**config.mk**
```make
export PLATFORM = sky130hd
export DESIGN_NAME = aib_txfifo_rd_ctrl
export DESIGN_NICKNAME = d
export VERILOG_FILES = /design/src/rtl/aib_txfifo_pkg.sv /design/src/rtl/aib_txfifo_ptr_sync.sv /design/src/rtl/aib_txfifo_rd_ctrl.sv
export SDC_FILE = /design/constraint.sdc
export NUM_CORES = 1
export LEC_CHECK = 0
export CAP_MARGIN = 5
export CORE_UTILIZATION = 40
export DETAILED_ROUTE_END_ITERATION = 10
export PLACE_DENSITY = 0.78
export SYNTH_ARGS = -nofsm -noshare
export SYNTH_HDL_FRONTEND = slang
export SYNTH_SLANG_ARGS = --single-unit
export TNS_END_PERCENT = 20
```
**constraint.sdc**
```tcl
create_clock -name rd_clk -period 4.1 [get_ports rd_clk]
set_clock_uncertainty 0.15 [all_clocks]
set_input_delay 0.82 -clock rd_clk [delete_from_list [all_inputs] [get_ports rd_clk]]
set_output_delay 0.82 -clock rd_clk [all_outputs]
set_load 0.1 [all_outputs]
```
**src/rtl/aib_txfifo_pkg.sv**
```systemverilog
`default_nettype none
// +--------------------------------------------------------------------------+
// | aib_txfifo_pkg                                                           |
// | Shared types and helpers for the AIB TX FIFO read-side controller.       |
// | Rev 1.0                                                                  |
// +--------------------------------------------------------------------------+
package aib_txfifo_pkg;

    typedef enum logic [1:0] {
        IDLE  = 2'd0,
        FILL  = 2'd1,
        RUN   = 2'd2,
        UFLOW = 2'd3
    } rd_state_e;

    localparam int UFLOW_CNT_W = 8;

    // Callers zero-extend narrower pointers; leading zeros decode to zeros.
    function automatic logic [31:0] gray2bin(input logic [31:0] gray);
        logic [31:0] bin;
        bin[31] = gray[31];
        for (int i = 30; i >= 0; i--) begin
            bin[i] = bin[i+1] ^ gray[i];
        end
        return bin;
    endfunction

endpackage
`default_nettype wire

```
**src/rtl/aib_txfifo_ptr_sync.sv**
```systemverilog
`default_nettype none
// +--------------------------------------------------------------------------+
// | aib_txfifo_ptr_sync                                                      |
// | Multi-stage synchronizer for the Gray write pointer, binary output.      |
// | Rev 1.0                                                                  |
// +--------------------------------------------------------------------------+
module aib_txfifo_ptr_sync
    import aib_txfifo_pkg::*;
#(
    parameter int PTRW        = 5,
    parameter int SYNC_STAGES = 2
) (
    input  logic            clk,
    input  logic            rst_n,
    input  logic [PTRW-1:0] wr_ptr_gray,
    output logic [PTRW-1:0] wr_ptr_bin
);

    logic [PTRW-1:0] sync_q [SYNC_STAGES];
    logic [PTRW-1:0] sync_d [SYNC_STAGES];

    always_comb begin
        sync_d[0] = wr_ptr_gray;
        for (int i = 1; i < SYNC_STAGES; i++) begin
            sync_d[i] = sync_q[i-1];
        end
    end

    always_ff @(posedge clk or negedge rst_n) begin
        if (!rst_n) begin
            for (int i = 0; i < SYNC_STAGES; i++) begin
                sync_q[i] <= '0;
            end
        end else begin
            for (int i = 0; i < SYNC_STAGES; i++) begin
                sync_q[i] <= sync_d[i];
            end
        end
    end

    assign wr_ptr_bin = PTRW'(gray2bin(32'(sync_q[SYNC_STAGES-1])));

endmodule
`default_nettype wire

```
**src/rtl/aib_txfifo_rd_ctrl.sv**
```systemverilog
`default_nettype none
// +--------------------------------------------------------------------------+
// | aib_txfifo_rd_ctrl                                                       |
// | Read-side controller of the AIB TX phase-compensation FIFO: fill level,  |
// | read FSM and one-hot word selector. Optional AIB_TXFIFO_UFLOW_CNT_EN     |
// | adds a saturating underflow event counter.                               |
// | Rev 1.0                                                                  |
// +--------------------------------------------------------------------------+
module aib_txfifo_rd_ctrl
    import aib_txfifo_pkg::*;
#(
    parameter int DEPTH        = 16,
    parameter int DEPTH4       = DEPTH * 4,
    parameter int PTRW         = $clog2(DEPTH) + 1,
    parameter int RD_START_LVL = 4,
    parameter int SYNC_STAGES  = 2
) (
    input  logic              rd_clk,
    input  logic              rd_rst_n,
    input  logic              rd_start,
    input  logic [PTRW-1:0]   wr_ptr_gray,
    output logic [DEPTH4-1:0] fifo_rd_en,
    output logic              rd_valid,
    output logic [PTRW-1:0]   fill_level,
    output logic [1:0]        rd_state,
    output logic              underflow
`ifdef AIB_TXFIFO_UFLOW_CNT_EN
    ,
    output logic [UFLOW_CNT_W-1:0] uflow_cnt
`endif
);

    localparam int              WPTRW     = PTRW + 2;
    localparam int              SLOTW     = PTRW + 1;
    localparam logic [PTRW-1:0] START_LVL = PTRW'(RD_START_LVL);

    rd_state_e         state_q, state_d;
    logic [WPTRW-1:0]  rd_wptr_q, rd_wptr_d;
    logic [DEPTH4-1:0] fifo_rd_en_q, fifo_rd_en_d;
    logic              rd_valid_q, rd_valid_d;
    logic [PTRW-1:0]   wr_ptr_bin;
    logic [SLOTW-1:0]  slot;
    logic              issue;

    aib_txfifo_ptr_sync #(
        .PTRW        (PTRW),
        .SYNC_STAGES (SYNC_STAGES)
    ) u_ptr_sync (
        .clk         (rd_clk),
        .rst_n       (rd_rst_n),
        .wr_ptr_gray (wr_ptr_gray),
        .wr_ptr_bin  (wr_ptr_bin)
    );

    // Word pointer: low two bits pick the word within an entry, the rest is the entry pointer.
    assign slot       = rd_wptr_q[SLOTW-1:0];
    assign fill_level = wr_ptr_bin - rd_wptr_q[WPTRW-1:2];

    always_ff @(posedge rd_clk or negedge rd_rst_n) begin
        if (!rd_rst_n) begin
            state_q <= IDLE;
        end else begin
            state_q <= state_d;
        end
    end

    always_comb begin
        state_d = state_q;
        case (state_q)
            IDLE:    if (rd_start) state_d = FILL;
            FILL:    if (!rd_start) state_d = IDLE;
                     else if (fill_level >= START_LVL) state_d = RUN;
            RUN:     if (!rd_start) state_d = IDLE;
                     else if (fill_level == '0) state_d = UFLOW;
            UFLOW:   if (!rd_start) state_d = IDLE;
            default: state_d = IDLE;
        endcase
    end

    always_comb begin
        issue        = (state_q == RUN) && rd_start && (fill_level != '0);
        rd_wptr_d    = issue ? rd_wptr_q + WPTRW'(1) : rd_wptr_q;
        fifo_rd_en_d = issue ? (DEPTH4'(1) << slot) : '0;
        rd_valid_d   = |fifo_rd_en_q;
        underflow    = (state_q == UFLOW);
    end

    always_ff @(posedge rd_clk or negedge rd_rst_n) begin
        if (!rd_rst_n) begin
            rd_wptr_q    <= '0;
            fifo_rd_en_q <= '0;
            rd_valid_q   <= 1'b0;
        end else begin
            rd_wptr_q    <= rd_wptr_d;
            fifo_rd_en_q <= fifo_rd_en_d;
            rd_valid_q   <= rd_valid_d;
        end
    end

    assign fifo_rd_en = fifo_rd_en_q;
    assign rd_valid   = rd_valid_q;
    assign rd_state   = state_q;

`ifdef AIB_TXFIFO_UFLOW_CNT_EN
    logic [UFLOW_CNT_W-1:0] uflow_cnt_q, uflow_cnt_d;

    always_comb begin
        uflow_cnt_d = uflow_cnt_q;
        if ((state_q == RUN) && (state_d == UFLOW) && (uflow_cnt_q != '1)) begin
            uflow_cnt_d = uflow_cnt_q + UFLOW_CNT_W'(1);
        end
    end

    always_ff @(posedge rd_clk or negedge rd_rst_n) begin
        if (!rd_rst_n) begin
            uflow_cnt_q <= '0;
        end else begin
            uflow_cnt_q <= uflow_cnt_d;
        end
    end

    assign uflow_cnt = uflow_cnt_q;
`endif

endmodule
`default_nettype wire
```
==> results.json <==
{
  "layout.cells.non_filler": 458,
  "grt_pass1_vias": 2372,
  "grt_antenna_before_repair": 0,
  "holdPathEnd": "u_ptr_sync.sync_q[1]",
  "min_from": "u_ptr_sync.sync_d[1]",
  "hold_depth": 0,
  "viasPerCell": 5.133,
  "overflow": 0,
  "period_share_pct": 94.92,
  "ant_nets": 0,
  "grt_first_pass_wirelength_um": 12080,
  "slew_headroom_pct": 33.52,
  "final_cell_mix": "84 x dfrtp_1, 74 x clkdlybuf4s50_1, 43 x nor2_1",
  "crit_path_end_kind": "output port",
  "clockRootBuffer": "clkbuf_8",
  "rsz0062_at_grt": "no",
  "r2r_start": "u_ptr_sync.sync_q[3]",
  "io_buffer_count": 80,
  "final_common_cell": "dfrtp_1",
  "avgSynthCellArea_um2": 12.23,
  "postLayoutCellArea_mm2": 0.004447,
  "path_clk_slew_ns": 0.09,
  "min_path_type": "reg -> reg",
  "finalHoldViolCount": 0,
  "grtUsageTotal_pct": 19.01,
  "slew_violations": 0,
  "ys.flop_type": "dfrtp_1",
  "worstSetupStartpointType": "flip-flop",
  "placed_cells": 439,
  "vias": 2351,
  "die_x_um": 92.18,
  "power.density_mw_per_mm2": 671.0,
  "cts.sinks": 84,
  "synth_cells": 266,
  "crit_type": "reg -> out",
  "syn-cell-area_mm2": 0.003253,
  "routed_wirelength_um": 7407,
  "synth.distinct_cells": 33,
  "tns_ns": 0,
  "io_pins": 81,
  "coreArea_mm2": 0.007807,
  "start_util_pct": 41.67,
  "cp_data_required_time_ns": 3.13,
  "yosysSeqAreaShare_pct": 64.62,
  "synth-seq-cells": 84,
  "crit_fanout": 2,
  "power.leakage_nw": 1.910,
  "synth_edf_count": 0,
  "cts_max_path_buffers": 2,
  "cts_hold_buf": 0,
  "cp_data_arrival_time_ns": 2.92,
  "die_y_um": 92.18,
  "place_area_mm2": 0.004183,
  "area_growth_pct": 36.69,
  "max_freq_mhz": 257.0,
  "r2r_end": "rd_wptr_q[4]",
  "final_nets": 370,
  "max_cap_violations": 0,
  "fin_crit_ns": 3.892,
  "num_rows": 32,
  "reg2reg_depth": 15,
  "dpl.hpwl_um": 5336,
  "n_antenna_cell": 0,
  "place_congestion": 0.8499,
  "yosys_warnings": 0,
  "ff2ff_setup_slack_ns": 0.53,
  "vdd_drop_max_v": 0.001475,
  "setup_viol": 0,
  "syn_nets": 285,
  "drive_above_1_share_pct": 13.48,
  "worst_slew_pin_slew_ns": 0.9941,
  "first_iter_violations": 194,
  "firstDrtPassIters": 4,
  "cts_buffers": 9,
  "h-tree-depth": 3,
  "grt_max_degree": 85,
  "tritoncts": "yes",
  "drc": 0,
  "wire_per_inst_um": 16.17,
  "clkLatencyLatePin_ns": 0.36,
  "outcome": "completed",
  "dieArea_mm2": 0.008497,
  "synthArstFlopShare_pct": 100.0
}
## cell type report
class	count	area, µm²
fill	662	3361
sequential	84	2102
multi-input combinational	162	1112
timing repair buffer	85	873.3
tap	102	127.6
clock buffer	9	123.9
clock inverter	7	73.82
inverter	9	33.78
## what timing repair did
action	in CTS	in global routing
setup endpoints to repair	1	1
pin swaps	2	5
gates resized for setup	3	3
buffers inserted	2	1
## per-stage QoR
step	setup WS [ns]	hold WS (ns)	power [mW]	util [%]
6_report	0.2084	0.1993	2.984	56.96
5_1_grt	0.01839	0.2117	3.117	56.96
4_1_cts	0.007966	0.2092	2.946	56.59
3_5_place_dp	0.2072	0.1903	2.348	53.57
3_3_place_gp	0.3512	0.1817	2.333	53.57
2_1_floorplan	0.1795	0.1812	1.971	-
## registers in the layout, indices dropped and copies added, names as in the netlist
register and flops:
u_ptr_sync.sync_d 5, u_ptr_sync.sync_q 4, rd_wptr_q 7, u_ptr_sync.wr_ptr_bin 1
fifo_rd_en 64, rd_valid 1, rd_state 2
## critical path, stage by stage (launching register included)
cell,delay [ns]
dfrtp_1,0.40
xor2_2,0.23
xor2_2,0.22
xor2_2,0.20
xnor2_1,0.14
ha_1,0.19
inv_1,0.06
fa_2,0.37
a21o_1,0.22
a21oi_4,0.18
xnor2_4,0.16
buf_12,0.20
## per-layer routing
| layer | track usage [%] | vias up | routed length, µm |
|---|---|---|---|
| li1 | - | 1082 | - |
| met1 | 24.71 | 1137 | 3087 |
| met2 | 30.29 | 116 | 3608 |
| met3 | 5.224 | 16 | 507 |
| met4 | 7.422 | 0 | 203 |
| met5 | 0 | - | 0 |
## cell usage after synthesis (2+ instances only)
cell | number | share of area, %
a21oi_2 | 2 | 0.54
buf_1 | 2 | 0.23
buf_6 | 4 | 1.4
clkbuf_1 | 5 | 0.58
dfrtp_1 | 84 | 65
ha_1 | 10 | 3.8
inv_1 | 9 | 1.0
nand2_1 | 22 | 2.5
nand3_1 | 2 | 0.31
nand3_2 | 4 | 1.2
nand4_1 | 4 | 0.77
nand4_4 | 2 | 1.3
nor2_1 | 43 | 5.0
nor3_1 | 12 | 1.8
nor4_1 | 32 | 6.2
xnor2_1 | 7 | 1.9
xor2_1 | 6 | 1.6
## worst max-delay path by stage
stage | start | endpoint | slack [ns] | cells past startpoint
6_report | u_ptr_sync.sync_q[3] | fill_level[4] | 0.21 | 11
5_1_grt | u_ptr_sync.sync_q[3] | fill_level[4] | 0.02 | 11
3_3_place_gp | u_ptr_sync.wr_ptr_bin[4] | fill_level[4] | 0.35 | 11
3_5_place_dp | u_ptr_sync.wr_ptr_bin[4] | fill_level[4] | 0.21 | 11
4_1_cts | u_ptr_sync.wr_ptr_bin[4] | fill_level[4] | 0.008 | 11
2_1_floorplan | u_ptr_sync.wr_ptr_bin[4] | fill_level[4] | 0.18 | 10
## report_power, final
group | switching [mW] | internal, mW | total [mW]
logic | 0.998 | 0.432 | 1.43
registers | 0.0906 | 0.879 | 0.970
clock network | 0.300 | 0.284 | 0.584
## kinds of logic (layout without fill, tap and decap cells)
logic type	count (synthesis)	in the layout	share of synthesized area [%]
AO/OA/AOI/OAI	10	10	2.769
XOR/XNOR	13	13	3.500
adder cells (fa/ha/maj)	11	11	4.462
buffers and inverters	20	110	3.231
flip-flops	84	84	64.62
AND/OR/NAND/NOR	128	128	21.42
Note: power is estimated with default switching activity, not from simulation.
